==> src/rtl/gtfwizard_mac_drp_rmw_master.sv <==
// gtfwizard_mac_drp_rmw_master
//   AXI4-Lite master placed directly upstream of the GTF DRP bridge. Converts
//   per-channel DRP commands (read, write, read-modify-write) into AXI4-Lite
//   transactions, one command in flight at a time.
// Ports
//   s_axi_aclk / s_axi_aresetn : clock, asynchronous active-low reset
//   cmd_*   : command channel (valid/ready), op 00 rd, 01 wr, 10 rmw, 11 reserved
//   rsp_*   : response channel (valid/ready), read data and AXI resp code
//   err_count : saturating count of responses carrying a non-OKAY code
//   m_axi_* : AXI4-Lite master (32-bit address/data, 4-bit strobe)
module gtfwizard_mac_drp_rmw_master #(
  parameter int DRP_COUNT      = 4,
  parameter int DRP_ADDR_WIDTH = 9,
  parameter int DRP_DATA_WIDTH = 16,
  parameter int SEL_W          = (DRP_COUNT == 1) ? 1 : $clog2(DRP_COUNT)
) (
  input  logic                      s_axi_aclk,
  input  logic                      s_axi_aresetn,
  input  logic                      cmd_valid,
  output logic                      cmd_ready,
  input  logic [1:0]                cmd_op,
  input  logic [SEL_W-1:0]          cmd_sel,
  input  logic [DRP_ADDR_WIDTH-1:0] cmd_addr,
  input  logic [DRP_DATA_WIDTH-1:0] cmd_wdata,
  input  logic [DRP_DATA_WIDTH-1:0] cmd_mask,
  output logic                      rsp_valid,
  input  logic                      rsp_ready,
  output logic [DRP_DATA_WIDTH-1:0] rsp_rdata,
  output logic [1:0]                rsp_err,
  output logic [15:0]               err_count,
  output logic [31:0]               m_axi_awaddr,
  output logic                      m_axi_awvalid,
  input  logic                      m_axi_awready,
  output logic [31:0]               m_axi_wdata,
  output logic [3:0]                m_axi_wstrb,
  output logic                      m_axi_wvalid,
  input  logic                      m_axi_wready,
  input  logic [1:0]                m_axi_bresp,
  input  logic                      m_axi_bvalid,
  output logic                      m_axi_bready,
  output logic [31:0]               m_axi_araddr,
  output logic                      m_axi_arvalid,
  input  logic                      m_axi_arready,
  input  logic [31:0]               m_axi_rdata,
  input  logic [1:0]                m_axi_rresp,
  input  logic                      m_axi_rvalid,
  output logic                      m_axi_rready
);

  localparam logic [1:0] OP_WR  = 2'b01;
  localparam logic [1:0] OP_RMW = 2'b10;
  localparam logic [1:0] OP_RSV = 2'b11;
  localparam logic [1:0] RESP_SLVERR = 2'b10;

  typedef enum logic [2:0] {IDLE, RD_A, RD_D, WR_AW, WR_B, RSP} state_t;

  state_t                    state_q, state_d;
  logic [1:0]                op_q;
  logic [SEL_W-1:0]          sel_q;
  logic [DRP_ADDR_WIDTH-1:0] addr_q;
  logic [DRP_DATA_WIDTH-1:0] mask_q;
  // Holds the write value: cmd_wdata on accept, replaced by the merged word
  // once the RMW read returns.
  logic [DRP_DATA_WIDTH-1:0] wr_val_q;
  logic                      aw_done, w_done;
  logic [31:0]               drp_addr;
  logic                      unused_rdata;

  assign unused_rdata = ^m_axi_rdata;

  always_comb begin
    drp_addr = '0;
    drp_addr[DRP_ADDR_WIDTH+1:2] = addr_q;
    if (DRP_COUNT > 1) drp_addr[DRP_ADDR_WIDTH+2 +: SEL_W] = sel_q;
  end

  assign m_axi_awaddr = drp_addr;
  assign m_axi_araddr = drp_addr;
  assign m_axi_wstrb  = 4'hF;

  always_comb begin
    m_axi_wdata = '0;
    m_axi_wdata[DRP_DATA_WIDTH-1:0] = wr_val_q;
  end

  always_ff @(posedge s_axi_aclk or negedge s_axi_aresetn) begin
    if (!s_axi_aresetn) state_q <= IDLE;
    else                state_q <= state_d;
  end

  always_comb begin
    state_d       = state_q;
    cmd_ready     = 1'b0;
    m_axi_arvalid = 1'b0;
    m_axi_rready  = 1'b0;
    m_axi_awvalid = 1'b0;
    m_axi_wvalid  = 1'b0;
    m_axi_bready  = 1'b0;
    rsp_valid     = 1'b0;
    case (state_q)
      IDLE: begin
        cmd_ready = 1'b1;
        if (cmd_valid) begin
          case (cmd_op)
            OP_WR:   state_d = WR_AW;
            OP_RSV:  state_d = RSP;
            default: state_d = RD_A;
          endcase
        end
      end
      RD_A: begin
        m_axi_arvalid = 1'b1;
        if (m_axi_arready) state_d = RD_D;
      end
      RD_D: begin
        m_axi_rready = 1'b1;
        if (m_axi_rvalid)
          state_d = (op_q == OP_RMW && m_axi_rresp == 2'b00) ? WR_AW : RSP;
      end
      WR_AW: begin
        // AW and W complete independently; leave once both have handshaken,
        // including the case where the last one completes this cycle.
        m_axi_awvalid = !aw_done;
        m_axi_wvalid  = !w_done;
        if ((aw_done || m_axi_awready) && (w_done || m_axi_wready)) state_d = WR_B;
      end
      WR_B: begin
        m_axi_bready = 1'b1;
        if (m_axi_bvalid) state_d = RSP;
      end
      RSP: begin
        rsp_valid = 1'b1;
        if (rsp_ready) state_d = IDLE;
      end
      default: state_d = IDLE;
    endcase
  end

  always_ff @(posedge s_axi_aclk or negedge s_axi_aresetn) begin
    if (!s_axi_aresetn) begin
      op_q      <= '0;
      sel_q     <= '0;
      addr_q    <= '0;
      mask_q    <= '0;
      wr_val_q  <= '0;
      aw_done   <= 1'b0;
      w_done    <= 1'b0;
      rsp_rdata <= '0;
      rsp_err   <= '0;
      err_count <= '0;
    end else begin
      if (state_q != WR_AW) begin
        aw_done <= 1'b0;
        w_done  <= 1'b0;
      end else begin
        if (m_axi_awready) aw_done <= 1'b1;
        if (m_axi_wready)  w_done  <= 1'b1;
      end
      case (state_q)
        IDLE: if (cmd_valid) begin
          op_q      <= cmd_op;
          sel_q     <= cmd_sel;
          addr_q    <= cmd_addr;
          mask_q    <= cmd_mask;
          wr_val_q  <= cmd_wdata;
          rsp_rdata <= '0;
          rsp_err   <= (cmd_op == OP_RSV) ? RESP_SLVERR : 2'b00;
        end
        RD_D: if (m_axi_rvalid) begin
          rsp_rdata <= m_axi_rdata[DRP_DATA_WIDTH-1:0];
          rsp_err   <= m_axi_rresp;
          if (op_q == OP_RMW)
            wr_val_q <= (m_axi_rdata[DRP_DATA_WIDTH-1:0] & ~mask_q) | (wr_val_q & mask_q);
        end
        WR_B: if (m_axi_bvalid) rsp_err <= m_axi_bresp;
        RSP: if (rsp_ready && rsp_err != 2'b00 && err_count != 16'hFFFF)
          err_count <= err_count + 16'd1;
        default: ;
      endcase
    end
  end

endmodule

==> config.mk <==
export PLATFORM = sky130hd
export DESIGN_NAME = gtfwizard_mac_drp_rmw_master
export DESIGN_NICKNAME = d
export VERILOG_FILES = /design/src/rtl/gtfwizard_mac_drp_rmw_master.sv
export SDC_FILE = /design/constraint.sdc
export NUM_CORES = 1
export LEC_CHECK = 0
export ABC_AREA = 1
export BUFFER_PORTS_ARGS = -buffer_cell sky130_fd_sc_hd__buf_2
export CORE_MARGIN = 1
export CORE_UTILIZATION = 47
export DETAILED_ROUTE_END_ITERATION = 8
export GPL_TIMING_DRIVEN = 0
export PLACE_DENSITY = 0.81
export SLEW_MARGIN = 20
export SYNTH_ARGS = -nofsm -noshare
export SYNTH_HDL_FRONTEND = slang
export SYNTH_SLANG_ARGS = --single-unit
export TNS_END_PERCENT = 10
==> constraint.sdc <==
create_clock -name s_axi_aclk -period 2.6 [get_ports s_axi_aclk]
set_clock_uncertainty 0.15 [all_clocks]
set_input_delay 0.52 -clock s_axi_aclk [delete_from_list [all_inputs] [get_ports s_axi_aclk]]
set_output_delay 0.52 -clock s_axi_aclk [all_outputs]
set_load 0.02 [all_outputs]
* Word level (Yosys, flattened, before mapping)
Cells that the tools add are included.
Operators by class: $add $sub $neg 1, equality and inequality tests 17, reductions and logical operators 21, bitwise operators 4, muxes and demuxes 32
Operators by type and width (count):
- 16-bit 2-to-1 mux | 5
- 16-bit case mux with 2 select lines | 2
- 16-bit bitwise AND | 2
- 3-bit 2-to-1 mux | 7
- 3-bit case mux with 6 select lines | 1
- 16-bit by 1-bit adder with 16-bit output (second input constant) | 1
- 16-bit inequality test (second input constant) | 1
- 16-bit inverter | 1
- 16-bit OR | 1
- 2-bit inequality test (second input constant) | 7
- 1-bit 2-to-1 mux | 11
- 2-bit 2-to-1 mux | 4
- 4-bit AND reduction | 2
- 2-bit nonzero test | 4
- 3-bit by 2-bit == test with 1-bit output (second input constant) | 2
- 3-bit == test (second input constant) | 2
- 2-bit case mux with 3 select lines | 1
- 3-bit case mux with 2 select lines | 1
- 6-bit AND reduction | 1
- 2-bit == test (second input constant) | 2
- 1-bit logical AND | 4
- 2-bit AND reduction | 2
- 3-bit by 1-bit == test with 1-bit output (second input constant) | 1
- 3-bit logical NOT | 1
- other kinds (7) | 9
Storage, ports and cells: bits of input ports 90, output and inout port bits 141, flip-flop bits (word level) 84, logic and storage cells 86

* Logic depth before layout (Yosys ltp)
Gate-level depths: netlist of run 1.
depth in word-level cells 6, mapped depth 11, mapped depth without buffers 9

* Least setup slack after synthesis of run 1
Ideal clock, no wire load.
kind register -> register, start register err_count[0], end register err_count[7], clock period less this slack 1886 ps, setup slack 714 ps, path buffers 2, stages on the path, launching flop included 12, required time 2333 ps, setup time 117 ps, data arrival time 1618 ps, cells stage by stage dfrtp_1 ha_1 buf_2 nand2_1 nor2_2 nand2_1 nor2_1 nor2_1 buf_2 nand2_1 nand2_1 nand2_1
Between the ends: cells in the longest elaborated chain, start to end 3, elaborated cells between the ends (all ways) 4, those cells by class add/sub (1); eq/ne (1); reduce/logical (2)
RTL lines:
- start: declaration | line 30 | output logic [15:0] err_count,
- start signal: assignment | line 177 | err_count <= err_count + 16'd1;
- branches (longest 3 deep; another with 16-bit by 1-bit adder with 16-bit output)
Parallel ways; which one is timed is not known. A chain may end at the register's enable or synchronous reset.

* Final worst setup path of run 1
start register state_q[0], end output port cmd_ready
Between the ends: cells in the longest elaborated chain, start to end 2
RTL lines:
- start: declaration | line 57 | state_t state_q, state_d;
- start signal: assignment | line 88 | else state_q <= state_d;
- 3-bit logical NOT | line 100 | case (state_q)
- 1-bit 2-to-1 mux | line 100
- end: declaration | line 20 | output logic cmd_ready,
Every way passes these cells.

==> results of run 1 <==
kinds of logic (layout without fill, tap and decap cells):
kind of cell,count (synthesis),after routing,synth area share
other,2,62,0.001520
DFF,84,84,0.4253
and+or+nand+nor,374,374,0.3286
xor gates and xnor gates,2,2,0.003545
AOI/OAI and AO/OA,58,58,0.06101
adders and majority gates,1,1,0.002531
buffers and inverters,143,312,0.1775
worst max-delay path, cell delays in order, from the launching register on:
cell,delay [ps]
sky130_fd_sc_hd__dfrtp_1,520
sky130_fd_sc_hd__nor2_4,220
sky130_fd_sc_hd__nand2_2,110
sky130_fd_sc_hd__inv_2,170
sky130_fd_sc_hd__buf_2,250
sky130_fd_sc_hd__buf_2,200
worst max path at each step:
stage	from	endpoint	slack, ps	cells past startpoint
final	state_q[0]$_DFFE_PN0P_	cmd_ready	100	5
after global routing	state_q[0]$_DFFE_PN0P_	cmd_ready	6	5
after CTS	state_q[0]$_DFFE_PN0P_	cmd_ready	90	5
after detailed placement	state_q[0]$_DFFE_PN0P_	cmd_ready	470	5
after global placement	s_axi_aresetn	addr_q[8]$_DFFE_PN0P_	80	1
after floorplan	err_count[0]$_DFFE_PN0P_	err_count[7]$_DFFE_PN0P_	710	11
layout make-up:
class / instances / area, sq um
clock inverters: 6 / 47.55
flip-flops and latches: 84 / 2102
clock buffers: 10 / 137.6
inverters: 43 / 163.9
plain buffers: 100 / 713.2
fillers: 982 / 3959
repair buffers: 153 / 795.8
multi-input cells: 497 / 2188
well taps: 136 / 170.2
cells in the final DEF (no fill, tap or decap), types with 2 or more instances in the layout:
master,n
sky130_fd_sc_hd__xor2_1,2
sky130_fd_sc_hd__nand4_1,5
sky130_fd_sc_hd__nand2_2,3
sky130_fd_sc_hd__inv_2,5
sky130_fd_sc_hd__clkbuf_8,10
sky130_fd_sc_hd__buf_4,83
sky130_fd_sc_hd__buf_2,161
sky130_fd_sc_hd__buf_6,2
sky130_fd_sc_hd__clkinv_4,3
sky130_fd_sc_hd__nand3b_1,3
sky130_fd_sc_hd__dfrtp_1,84
sky130_fd_sc_hd__conb_1,62
sky130_fd_sc_hd__nand2_1,226
sky130_fd_sc_hd__nand3_1,92
sky130_fd_sc_hd__o21ai_1,7
sky130_fd_sc_hd__nand2_4,3
sky130_fd_sc_hd__o21ai_0,42
sky130_fd_sc_hd__a21oi_1,8
sky130_fd_sc_hd__clkbuf_1,3
sky130_fd_sc_hd__nor2_1,32
sky130_fd_sc_hd__nor2_2,4
sky130_fd_sc_hd__inv_1,37
through the flow:
step                setup slack [ps]  hold WS (ps)  instance area (sq um)  std cells  utilization
finish                         103.2         235.0                   6319       1029       0.6148
global route                   6.058         243.6                   6319       1029       0.6148
CTS                            92.63         227.1                   6319       1029       0.6148
detailed placement             471.6         307.1                   6123       1012       0.5958
global placement               84.58         304.2                   6093       1011       0.5929
floorplan                      714.4         74.41                   5167        724            -
power by group:
group,switching (mW),internal (mW),total [mW]
logic,2.24,1.16,3.41
clock network,0.513,0.381,0.894
registers,0.358,1.82,2.18
layer usage:
layer,up-vias,share of wire,global-route usage,routed length [um]
li1,2425,-,-,-
met1,2153,0.40,0.3042,5314
met5,-,0,0,0
met3,18,0.081,0.05427,1070
met4,0,0.014,0.07245,187
met2,218,0.50,0.4319,6580
==> results.sh, run 1 <==
export IMPL_outcome="finished clean"
export IMPL_post_synth_top_area_fraction=0.4253
export IMPL_clock_path_buffers=2
export IMPL_kind_of_critical_path="flop to primary output"
export IMPL_setup_reg_to_reg_worst_slack_ps=560
export IMPL_min_delay_path_class="input pin to flop"
export IMPL_path_clk_slew_ps=100
export IMPL_overflow=0
export IMPL_final_min_period_over_clock_period=0.9603
export IMPL_floorplan_die_width_um=104.5
export IMPL_synth_seq_cells=84
export IMPL_router_iterations_before_antenna_repair=5
export IMPL_syn_cell_area_sq_um=4942
export IMPL_yosys_warn_count=0
export IMPL_cts_htree_levels=3
export IMPL_total_power_mw=6.480
export IMPL_destination_of_the_worst_hold_path="addr_q[7]$_DFFE_PN0P_"
export IMPL_synth_cells=664
export IMPL_synthDominantAreaCellType="sky130_fd_sc_hd__dfrtp_1"
export IMPL_tritoncts_num_buffers=9
export IMPL_worst_endpoint_arrival_ps=1830
export IMPL_remaining_drc_errors=0
export IMPL_cts_root_buf="sky130_fd_sc_hd__clkbuf_8"
export IMPL_grt_pass1_wl_mm=21.35
export IMPL_rsz0062_at_grt="false"
export IMPL_final_period_minus_worst_setup_slack_ps=2497
export IMPL_timing_rr_end="err_count[15]$_DFFE_PN0P_"
export IMPL_synth_most_common_cell="sky130_fd_sc_hd__nand2_1"
export IMPL_avgRoutedWirePerCell_um=12.78
export IMPL_totalNegativeSetupSlack_ps=0
export IMPL_hold_path_depth=3
export IMPL_initial_core_util=0.4809
export IMPL_worstPathRequired_ps=1930
export IMPL_antenna_found_initial=0
export IMPL_die_y_um=104.5
export IMPL_final_net_count=979
export IMPL_num_antenna_cells=0
export IMPL_largest_net_degree_at_the_start_of_global_routing=52
export IMPL_grt_pass1_vias=4434
export IMPL_ys_flop_type="sky130_fd_sc_hd__dfrtp_1"
export IMPL_fmax_mhz=400.5
export IMPL_num_rows=37
export IMPL_io_pin_count=231
export IMPL_synth_edff_count=0
export IMPL_reg2regPathDepth=11
export IMPL_core_area_sq_um=10280
export IMPL_power_per_cell_area_nw_per_um2=1026
export IMPL_cts_tree="done"
export IMPL_ctsHoldBuffers=1
export IMPL_avgSynthCellArea_sq_um=7.443
export IMPL_start_kind="flop"
export IMPL_gp_congestion=0.8442
export IMPL_worst_r2r_startpoint="err_count[0]$_DFFE_PN0P_"
export IMPL_finalSetupViolCount=0
export IMPL_holdCritStartpoint="cmd_addr[7]"
export IMPL_synth_sequential_area_ratio=0.4253
export IMPL_detailed_place_hpwl_mm=9.861
export IMPL_num_vias=4814
export IMPL_finalHoldViolCount=0
export IMPL_post_cts_resized_instances=0
export IMPL_timing_final_max_slew_violations=0
export IMPL_grt_resource_usage_total=0.2471
export IMPL_post_cts_setup_buffer_count=0
export IMPL_critical_path_peak_fanout=10
export IMPL_route_antenna_remaining_nets=0
export IMPL_cts_sinks=84
export IMPL_area_growth_synth_to_final_pct=27.85
export IMPL_place_port_buffers=151
export IMPL_clock_latency_ps=350
export IMPL_vdd_ir_drop_worst_mv=0.6312
export IMPL_ys_async_sr_fraction=1.000
export IMPL_postRouteWirelength_mm=13.15
export IMPL_detailedRoute_firstIterationViolations=267
export IMPL_die_area_sq_um=10930
export IMPL_number_of_vias_per_cell_after_detailed_routing=4.678
export IMPL_drive_above_1_share=0.3191
export IMPL_post_synth_main_area_contributors="sky130_fd_sc_hd__dfrtp_1 (43%), sky130_fd_sc_hd__nand2_1 (17%), sky130_fd_sc_hd__buf_4 (12%)"
export IMPL_critPathCaptureType="primary output"
export IMPL_synth_cell_type_count=31
export IMPL_power_leakage_nw=3.699
export IMPL_synth_cells_most_frequent="sky130_fd_sc_hd__nand2_1 (226), sky130_fd_sc_hd__nand3_1 (92), sky130_fd_sc_hd__dfrtp_1 (84)"
export IMPL_drv_max_cap_violation_count=0
Note: power is estimated with default switching activity, not from simulation.
==> inputs of run 2 (changes only) <==
--- a/config.mk
+++ b/config.mk
@@ -12,6 +12,7 @@
 export DETAILED_ROUTE_END_ITERATION = 8
 export GPL_TIMING_DRIVEN = 0
 export PLACE_DENSITY = 0.81
+export REMOVE_ABC_BUFFERS = 1
 export SLEW_MARGIN = 20
 export SYNTH_ARGS = -nofsm -noshare
 export SYNTH_HDL_FRONTEND = slang
==> results.sh, run 2 (synthesis gave the netlist of run 1 again) <==
export IMPL_power_per_cell_area_nw_per_um2=1089
export IMPL_clock_power_share=0.163
export IMPL_power_leakage_nw=3.202
export IMPL_cts_sinks=84
export IMPL_cellInternalPower_mw=3.146
export IMPL_cell_count_post_placement=913
export IMPL_fmax_mhz=405.5
export IMPL_switching_part_of_the_total=0.4878
export IMPL_finalSetupViolCount=0
export IMPL_finalHoldViolCount=0
export IMPL_vdd_ir_drop_worst_mv=0.6495
export IMPL_num_antenna_cells=0
export IMPL_timing_final_max_slew_violations=0
export IMPL_critical_path_peak_fanout=37
export IMPL_cts_tree="done"
export IMPL_die_area_sq_um=10930
export IMPL_num_rows=37
export IMPL_final_period_minus_worst_setup_slack_ps=2466
export IMPL_area_growth_synth_to_final_pct=14.10
export IMPL_stdcell_count=930
export IMPL_outcome="finished clean"
export IMPL_overflow=0
export IMPL_cts_htree_levels=3
export IMPL_num_vias=4411
export IMPL_postRouteWirelength_mm=11.61
export IMPL_remaining_drc_errors=0
export IMPL_combinational_power_share=0.483
export IMPL_totalNegativeSetupSlack_ps=0
export IMPL_start_kind="flop"
export IMPL_detailedRoute_firstIterationViolations=207
export IMPL_final_util=0.5487
export IMPL_core_area_sq_um=10280
export IMPL_grt_pass1_wl_mm=19.06
export IMPL_switchingPower_mw=2.996
export IMPL_critPathCaptureType="primary output"
export IMPL_gp_congestion=0.8384
export IMPL_io_pin_count=231
export IMPL_drv_max_cap_violation_count=0
export IMPL_avgRoutedWirePerCell_um=12.48
export IMPL_initial_core_util=0.4809
export IMPL_clock_path_buffers=2
export IMPL_worstPathRequired_ps=1930
export IMPL_number_of_vias_per_cell_after_detailed_routing=4.743
export IMPL_route_antenna_remaining_nets=0
export IMPL_worst_slew_margin_rel=0.4295
export IMPL_grt_resource_usage_total=0.2181
export IMPL_detailed_place_hpwl_mm=8.051
export IMPL_worst_endpoint_arrival_ps=1800
export IMPL_rsz0062_at_grt="false"
export IMPL_router_iterations_before_antenna_repair=5
export IMPL_min_delay_path_class="input pin to flop"
export IMPL_cts_root_buf="sky130_fd_sc_hd__clkbuf_8"
export IMPL_fill_cells=986
export IMPL_floorplan_die_width_um=104.5
export IMPL_drive_above_1_share=0.2418
export IMPL_grt_pass1_vias=4039
export IMPL_max_slew_worst_pin_slew_ps=852.5
export IMPL_total_power_mw=6.143
export IMPL_mostFrequentLayoutCells="sky130_fd_sc_hd__nand2_1 (226), sky130_fd_sc_hd__buf_2 (151), sky130_fd_sc_hd__nand3_1 (92)"
export IMPL_sequentialPowerShare=0.354
export IMPL_mostFrequentLayoutCell="sky130_fd_sc_hd__nand2_1"
export IMPL_post_cts_setup_buffer_count=0
export IMPL_die_y_um=104.5
export IMPL_final_net_count=880
export IMPL_final_min_period_over_clock_period=0.9484
export IMPL_clock_latency_ps=360
export IMPL_place_port_buffers=152
export IMPL_tritoncts_num_buffers=9
export IMPL_antenna_found_initial=0
export IMPL_kind_of_critical_path="flop to primary output"
export IMPL_largest_net_degree_at_the_start_of_global_routing=46
export IMPL_path_clk_slew_ps=100
-- run 2: repair_timing --
item,CTS,global route
hold endpoints to repair,22,0
resized for setup,0,3
hold buffers,1,0
endpoints found under the setup margin,0,2
-- run 2: final timing paths --
| kind | from | end | slack, ps | cells after the start |
|---|---|---|---|---|
| max | state_q[2]$_DFFE_PN0P_ | m_axi_rready | 130 | 4 |
| min | cmd_mask[0] | mask_q[0]$_DFFE_PN0P_ | 240 | 3 |
| max reg2reg | state_q[1]$_DFFE_PN0P_ | flop | 230 | 7 |
| min reg2reg | flop | flop | 320 | 2 |
| max in group asynchronous | s_axi_aresetn | rsp_rdata[14]$_DFFE_PN0P_ | 1150 | 3 |
| min in group asynchronous | s_axi_aresetn | err_count[0]$_DFFE_PN0P_ | 540 | 2 |
-- run 2: final cells by class --
cell class,instances,area [sq um],area share
clock buffers,9,123.9,0.02197
clock inverters,7,81.33,0.01442
inverters,43,170.2,0.03018
multi-input cells,497,2191,0.3885
flip-flops and latches,84,2102,0.3728
well taps,136,170.2,0.03018
repair buffers,154,800.8,0.1420
-- run 2: routing by layer --
metal  track usage  share of wire  vias to the layer above
met5             0              0                        -
met4       0.05306         0.0095                        0
met3       0.06114          0.068                        8
met2        0.3671           0.49                      158
met1        0.2764           0.44                     2027
li1              -              -                     2218
-- run 2: critical path: stages, from the launching register on --
cell	delay, ps
sky130_fd_sc_hd__dfrtp_1	470
sky130_fd_sc_hd__inv_2	160
sky130_fd_sc_hd__nand2_4	90
sky130_fd_sc_hd__nor2_8	430
sky130_fd_sc_hd__buf_2	270
-- run 2: power groups by stage --
stage,Combinational [mW],Sequential (mW),Clock (mW)
after floorplan,1.45,2.68,0
after global placement,2.92,2.18,0
after detailed placement,2.98,2.18,0
after CTS,2.97,2.17,1.02
after global routing,3.30,2.24,1.08
final,2.97,2.17,1.00
-- run 2: per-stage QoR --
stage          setup WS [ps]  hold slack (ps)  instance area, sq um
2_1_floorplan          352.8            74.41                  4454
3_3_place_gp           23.06            304.2                  5385
3_5_place_dp           254.0            304.1                  5418
4_1_cts                52.63            214.9                  5633
5_1_grt                19.06            218.3                  5639
6_report               134.1            235.7                  5639
